**src/rtl/int_pkg.sv**
```systemverilog
`default_nettype none
// ============================================================================
// Module  : int_pkg
// Brief   : Shared interrupt source indices and widths.
// Revision: 1.0
// ============================================================================
package int_pkg;
    localparam int INT_EXT   = 0;
    localparam int INT_TIMER = 1;
    localparam int INT_NUM   = 2;
    // Wide enough for the largest legal DEB_CYCLES (65535)
    localparam int DEB_CNT_W = 16;
endpackage
`default_nettype wire

```
**src/rtl/int_debounce.sv**
```systemverilog
`default_nettype none
// ============================================================================
// Module  : int_debounce
// Brief   : Two-flop synchronizer plus stability debouncer with rise pulse.
// Revision: 1.0
// ============================================================================
module int_debounce
    import int_pkg::*;
#(
    parameter int DEB_CYCLES = 16
) (
    input  logic clk,
    input  logic rst,
    input  logic btn_in,
    output logic rise
);
    localparam logic [DEB_CNT_W-1:0] c_LAST = DEB_CNT_W'(DEB_CYCLES - 1);
    localparam logic [DEB_CNT_W-1:0] c_INC  = DEB_CNT_W'(1);

    logic                 r_s1;
    logic                 r_s2;
    logic                 r_level;
    logic [DEB_CNT_W-1:0] r_cnt;
    logic                 w_diff;
    logic                 w_accept;

    assign w_diff   = r_s2 ^ r_level;
    assign w_accept = w_diff && (r_cnt == c_LAST);
    // Fires on the same edge the level flips high, so the top latches it there
    assign rise     = w_accept && r_s2;

    always_ff @(posedge clk) begin
        if (rst) begin
            r_s1    <= 1'b0;
            r_s2    <= 1'b0;
            r_level <= 1'b0;
            r_cnt   <= '0;
        end else begin
            r_s1 <= btn_in;
            r_s2 <= r_s1;
            if (w_accept) begin
                r_level <= r_s2;
                r_cnt   <= '0;
            end else if (w_diff) begin
                r_cnt <= r_cnt + c_INC;
            end else begin
                r_cnt <= '0;
            end
        end
    end
endmodule
`default_nettype wire

```
**src/rtl/int_source_ctrl.sv**
```systemverilog
`default_nettype none
// ============================================================================
// Module  : int_source_ctrl
// Brief   : Periodic timer and debounced button feeding sticky CP0 interrupts.
// Revision: 1.0
// ============================================================================
module int_source_ctrl
    import int_pkg::*;
#(
    parameter int DEB_CYCLES = 16,
    parameter int TMR_W      = 32
) (
    input  logic               clk,
    input  logic               rst,
    input  logic               btn_in,
    input  logic               tmr_en,
    input  logic               tmr_load_we,
    input  logic [TMR_W-1:0]   tmr_period,
    input  logic [INT_NUM-1:0] int_clr,
    output logic [INT_NUM-1:0] interrupt,
    output logic [INT_NUM-1:0] int_overrun,
    output logic [TMR_W-1:0]   tmr_count
);
    localparam logic [TMR_W-1:0] c_ONE = TMR_W'(1);

    logic                 w_ext_rise;
    logic                 w_tmr_fire;
    logic [INT_NUM-1:0]   w_evt;
    logic [TMR_W-1:0]     r_period;
    logic [TMR_W-1:0]     r_count;
    logic [INT_NUM-1:0]   r_pend;
    logic [INT_NUM-1:0]   r_ovr;

    int_debounce #(
        .DEB_CYCLES (DEB_CYCLES)
    ) u_debounce (
        .clk    (clk),
        .rst    (rst),
        .btn_in (btn_in),
        .rise   (w_ext_rise)
    );

    // A load suppresses any event on its own cycle
    assign w_tmr_fire = !tmr_load_we && tmr_en && (r_period != '0) && (r_count == c_ONE);

    always_comb begin
        w_evt            = '0;
        w_evt[INT_EXT]   = w_ext_rise;
        w_evt[INT_TIMER] = w_tmr_fire;
    end

    always_ff @(posedge clk) begin
        if (rst) begin
            r_period <= '0;
            r_count  <= '0;
        end else if (tmr_load_we) begin
            r_period <= tmr_period;
            r_count  <= tmr_period;
        end else if (w_tmr_fire) begin
            r_count <= r_period;
        end else if (tmr_en && (r_count > c_ONE)) begin
            r_count <= r_count - c_ONE;
        end
    end

    // Set beats clear; a coincident clear still wipes the overrun history
    always_ff @(posedge clk) begin
        if (rst) begin
            r_pend <= '0;
            r_ovr  <= '0;
        end else begin
            for (int i = 0; i < INT_NUM; i++) begin
                if (w_evt[i]) begin
                    r_pend[i] <= 1'b1;
                    r_ovr[i]  <= !int_clr[i] && (r_ovr[i] || r_pend[i]);
                end else if (int_clr[i]) begin
                    r_pend[i] <= 1'b0;
                    r_ovr[i]  <= 1'b0;
                end
            end
        end
    end

    assign interrupt   = r_pend;
    assign int_overrun = r_ovr;
    assign tmr_count   = r_count;
endmodule
`default_nettype wire
```
**config.mk**
```make
export PLATFORM = sky130hd
export DESIGN_NAME = int_source_ctrl
export DESIGN_NICKNAME = d
export VERILOG_FILES = /design/src/rtl/int_pkg.sv /design/src/rtl/int_debounce.sv /design/src/rtl/int_source_ctrl.sv
export SDC_FILE = /design/constraint.sdc
export NUM_CORES = 1
export LEC_CHECK = 0
export ABC_AREA = 0
export CAP_MARGIN = 20
export CORE_UTILIZATION = 35
export CTS_BUF_LIST = sky130_fd_sc_hd__clkbuf_16
export CTS_CLUSTER_SIZE = 8
export DETAILED_ROUTE_END_ITERATION = 12
export PLACE_DENSITY = 0.66
export SLEW_MARGIN = 20
export SYNTH_ARGS = -nofsm -noshare
export SYNTH_HDL_FRONTEND = slang
export SYNTH_HIERARCHICAL = 1
export SYNTH_SLANG_ARGS = --single-unit
```
**constraint.sdc**
```tcl
create_clock -name clk -period 3.1 [get_ports clk]
set_input_delay 0.62 -clock clk [delete_from_list [all_inputs] [get_ports clk]]
set_output_delay 0.62 -clock clk [all_outputs]
set_load 0.1 [all_outputs]
```
Yosys cells after proc, flatten, opt, wreduce, memory -nomap -nowiden:

Cells that the tools add are included.

* output and inout bits: 36
* word-level logic and storage cells: 44
* input port bits: 39
* bits in registers: 87

* add/subtract/negate cells: 2
* mux-type cells: 9
* reductions and logical operators: 18
* bitwise gates (word level): 2
* $lt $le $gt $ge: 1
* eq/ne operators: 2

Operator list (count)
* 32-bit two-way mux: 3
* 32-bit by 1-bit equality test with 1-bit output (second input constant): 1
* 32-bit by 1-bit greater-than comparator with 1-bit output (second input constant): 1
* 32-bit nonzero test: 1
* 32-bit by 1-bit subtractor with 32-bit output (second input constant): 1
* 16-bit by 1-bit adder with 16-bit output (second input constant): 1
* 16-bit by 4-bit equality test with 1-bit output (second input constant): 1
* 1-bit logical AND: 8
* 1-bit two-way mux: 6
* 2-bit nonzero test: 2
* 1-bit logical NOT: 3
* 3-bit nonzero test: 1
* 3-bit OR reduction: 1
* 1-bit logical OR: 2
* 1-bit inverter: 1
* 1-bit XOR: 1

Depth between registers and ports, before layout:

* depth after elaboration: 6
* gate-level depth with buffers: 9
* mapped depth without buffers: 8

Cells and area by module:

The synthesis kept the hierarchy.

By module, submodules not included
* int_source_ctrl: cells an instance 474, area an instance 3757.4 um2, times used 1, seq. area each 1361.3 um2
* int_debounce: cells an instance 88, area an instance 817.0 um2, times used 1, seq. area each 380.4 um2

Least setup slack after synthesis:

No wires, ideal clock.

* kind: reg-to-reg
* start: register r_count[22], in the netlist tmr_count[22]
* end: register r_count[24], in the netlist tmr_count[24]
* setup time: 0.091 ns
* stages on the path, launching flop included: 10
* slack: -0.020 ns
* arrival: 3.029 ns
* required time: 3.009 ns
* path through: dfxtp_1 or4_4 or3_1 buf_6 or3_4 buf_6 o211ai_4 buf_4 nor2_1 a311oi_1

* longest elaborated chain between the ends: 4

Ends and longest elaborated chain
* start: declaration: line int_source_ctrl.sv:30 `logic [TMR_W-1:0] r_count;`
* start signal: assignment: line int_source_ctrl.sv:58 `r_count <= tmr_period;`
* start signal: assignment: line int_source_ctrl.sv:60 `r_count <= r_period;`
* start signal: assignment: line int_source_ctrl.sv:62 `r_count <= r_count - c_ONE;`
* 32-bit by 1-bit subtractor with 32-bit output or 32-bit by 1-bit equality test with 1-bit output (tied branches): line int_source_ctrl.sv:62, int_source_ctrl.sv:44
* 32-bit two-way mux or 1-bit logical AND (tied branches): line int_source_ctrl.sv:61, int_source_ctrl.sv:44
* 32-bit two-way mux: line int_source_ctrl.sv:59 `end else if (w_tmr_fire) begin`
* 32-bit two-way mux: line int_source_ctrl.sv:56 `end else if (tmr_load_we) begin`

Several ways; a longest one is shown, not always the timed one. The select of a mux whose other input is x is not followed.
A chain may end at the register's enable or synchronous reset.

Worst setup path after layout:

* start: register r_count[22], in the netlist tmr_count[22]
* end: register r_count[25], in the netlist tmr_count[25]

Same word-level chain as after synthesis.

==> metrics.md <==
| Metric | Value |
|---|---|
| Post-Synthesis Cells | `562` |
| Die Y | `116 µm` |
| Mapped Area | `0.00457 mm²` |
| Leakage | `0.00220 µW` |
| Clock Path Buffers | `2` |
| FF-to-FF path depth | `6` |
| Metal3 WL | `927 µm` |
| Met2 wire length | `6540 µm` |
| Cts-stage hold buffer count | `0` |
| Clk_lat worst skew | `0.36 ns` |
| Synth Area per Inst | `8.14 µm²` |
| Final hold violation count | `0` |
| Top_reg_cell synth | `dfxtp_1` |
| Mux cell area share after synthesis | `3.28%` |
| Power Dens Cells | `533 mW/mm²` |
| CTS tree | `built` |
| Post-synth EDFFs | `0` |
| Status | `finished, final reports clean` |
| Core area | `0.0127 mm²` |
| First-pass GRT wire length | `22700 µm` |
| Num rows | `41` |
| Critical hold path startpoint | `u_debounce/r_s1` |
| Post-synth ARST share | `0%` |
| Fmax | `352 MHz` |
| Count of input and output buffers | `74` |
| CTS H-tree lvls | `3` |
| Total power | `3100 µW` |
| Via count | `4688` |
| Cts repair resizes | `0` |
| Worst EP required | `3.37 ns` |
| DR iter-0 viols | `373` |
| RR Endpoint | `tmr_count[25]` |
| Die width | `116 µm` |
| Rel. slew slack | `62.0%` |
| Die Area | `0.0135 mm²` |
| Total Routed Length | `14200 µm` |
| Synth Area in XOR/XNOR | `3.64%` |
| Final setup vio count | `0` |
| Final Util | `45.9%` |
| Initial Util | `36.1%` |
| Reg2Reg Setup Slack | `0.26 ns` |
| Hold Path Depth | `1` |
| Worst-margin pin slew | `0.565 ns` |
| CP Capture Type | `flip-flop` |
| Ports | `75` |
| GRT Util Overall | `22.1%` |
| Post-synthesis simple-gate area fraction | `28.3%` |
| Clock slew at reported path FFs | `0.07 ns` |
| Post-CTS setup repair buffer count | `0` |
| CP max FO | `13` |
| Clock Sinks | `87` |
| Crit path arrival time | `3.12 ns` |
| Routability cong. | `0.942` |
| Nets@finish | `688` |
| Sequential area share after synthesis | `38.1%` |
| Crit Reg-Reg Startpoint | `tmr_count[22]` |
| Max Cap Viol | `0` |
| CP startpoint kind | `flip-flop` |
| Synth Register Bits | `87` |
| Initial antenna violation count | `0` |
| Final period util | `91.8%` |
| Top layer in use | `met4` |
| Vias in the first global route | `4417` |
| Yosys warns | `6` |
| Pre-CTS WS | `0.284 ns` |
| Worst setup margin | `0.256 ns` |
| Post-detail-place hpwl | `10500 µm` |
| Largest family of logic cells by synthesized area | `simple AND/OR/NAND/NOR gates` |
| Worst clock skew | `0.00819 ns` |
| Fraction of layout cells with a size suffix above 1 | `16.1%` |
| Netlist cell types | `72` |
| Syn_nets | `604` |
| Hold Path Class | `reg2reg` |
| Maximum vdd drop | `0.260 mV` |
| TNS Setup | `0 ns` |
| Adder-cell share of the synthesized area | `0.821%` |
| Routed Antenna Nets | `0` |
| Metal-1 WL | `6330 µm` |
| First drt pass iteration count | `6` |
| Clock Tree Root | `clkbuf_16` |
| Largest net degree at the start of global routing | `55` |
| Fin. max-slew vios | `0` |
| Critical path class | `reg2reg` |
| Vias per cell | `5.70` |
| RSZ-0062 raised after global routing | `no` |
| Synth Area in Compound Gates | `21.4%` |
| Layout fillers | `1238` |
| Ant diodes | `0` |
| Final global-route overflow total | `0` |
| Area Growth Syn to Fin | `27.1%` |
| CTS buffer count | `9` |
| Routed length per instance | `17.2 µm` |
| Final period demand of the worst path | `2.84 ns` |
| Drc violations | `0` |
| Worst hold endpoint | `u_debounce/r_s2` |
## Yosys cell counts (all sizes together), types with 7 or more instances
master / n / area [µm²]
a21oi: 39 / 195
a31oi: 8 / 50.1
and3: 10 / 62.6
buf: 12 / 75.1
clkbuf: 19 / 71.3
dfxtp: 87 / 1740
inv: 14 / 52.6
mux2i: 15 / 150
nand2: 65 / 244
nand3: 15 / 87.6
nand4: 14 / 100
nor2: 68 / 263
nor3: 27 / 151
nor4: 23 / 150
o211ai: 8 / 73.8
o21ai: 22 / 110
or3: 12 / 81.3
or4: 8 / 65.1
xnor2: 12 / 105
xor2: 7 / 61.3
## sequential cells by signal (all words and copies together) (netlist names)
name,count
int_overrun,2
interrupt,2
r_period,32
tmr_count,32
u_debounce/r_cnt,16
u_debounce/r_level,1
u_debounce/r_s1,1
u_debounce/r_s2,1
## through the flow
stage                     hold slack, ns  instance area, µm²  cells
after global routing               0.460                5810    823
final                              0.437                5810    823
after CTS                          0.439                5810    823
after floorplan                    0.414                4580    562
after global placement             0.426                5510    807
after detailed placement           0.430                5510    807
## worst max-delay path: stages, from the launching register on
cell and delay (ns):
dfxtp_2 0.36, or4_4 0.56, or3_1 0.50, or3_4 0.51, o211ai_4 0.44, o221ai_1 0.20, a31oi_1 0.19
## per-layer routing
| metal | global-route usage [%] | vias to the layer above |
|---|---|---|
| met3 | 5.81 | 27 |
| met4 | 9.32 | 0 |
| li1 | - | 2267 |
| met2 | 34.8 | 167 |
| met1 | 28.5 | 2227 |
| met5 | 0 | - |
## cells in the final DEF (no fill, tap or decap), types with 10 or more instances in the layout
cell type	instances
or3_1	10
nand4_1	12
clkdlybuf4s50_1	36
a21oi_1	39
nor3_1	25
and3_1	10
nor2_1	67
nand2_1	65
mux2i_1	15
nand3_1	14
buf_4	66
dfxtp_1	86
o21ai_0	22
xnor2_1	12
inv_1	14
nor4_1	22
## logic make-up (layout without fill, tap and decap cells)
group	Yosys count	in the layout
and+or+nand+nor	254	254
AOI/OAI and AO/OA	138	138
DFF	87	87
buffers and inverters	46	135
xor gates and xnor gates	19	19
muxes	15	15
adders and majority gates	3	3
## worst max-delay path by stage
stage / start / endpoint / slack, ns
after detailed placement: tmr_count[22] / tmr_count[21] / 0.28
after CTS: tmr_count[22] / tmr_count[25] / 0.27
after global routing: tmr_count[23] / tmr_count[21] / 0.12
after global placement: tmr_count[22] / tmr_count[21] / 0.35
final: tmr_count[22] / tmr_count[25] / 0.26
after floorplan: tmr_count[23] / tmr_count[24] / 0.008
## cell type report
cell class | count | area [µm²] | share of cell area, %
multi-input cells | 429 | 2630 | 45.2
repair buffers | 104 | 866 | 14.9
clock buffers | 9 | 225 | 3.87
clock inverters | 7 | 78.8 | 1.36
inverters | 15 | 56.3 | 0.968
well taps | 172 | 215 | 3.70
flip-flops and latches | 87 | 1740 | 30.0
## where the power goes
part,leakage [µW],switching [µW],internal [µW]
combinational,0.00134,483,233
sequential,0.000714,77.8,1170
clock,0.000146,496,635
Note: power is estimated with default switching activity, not from simulation.
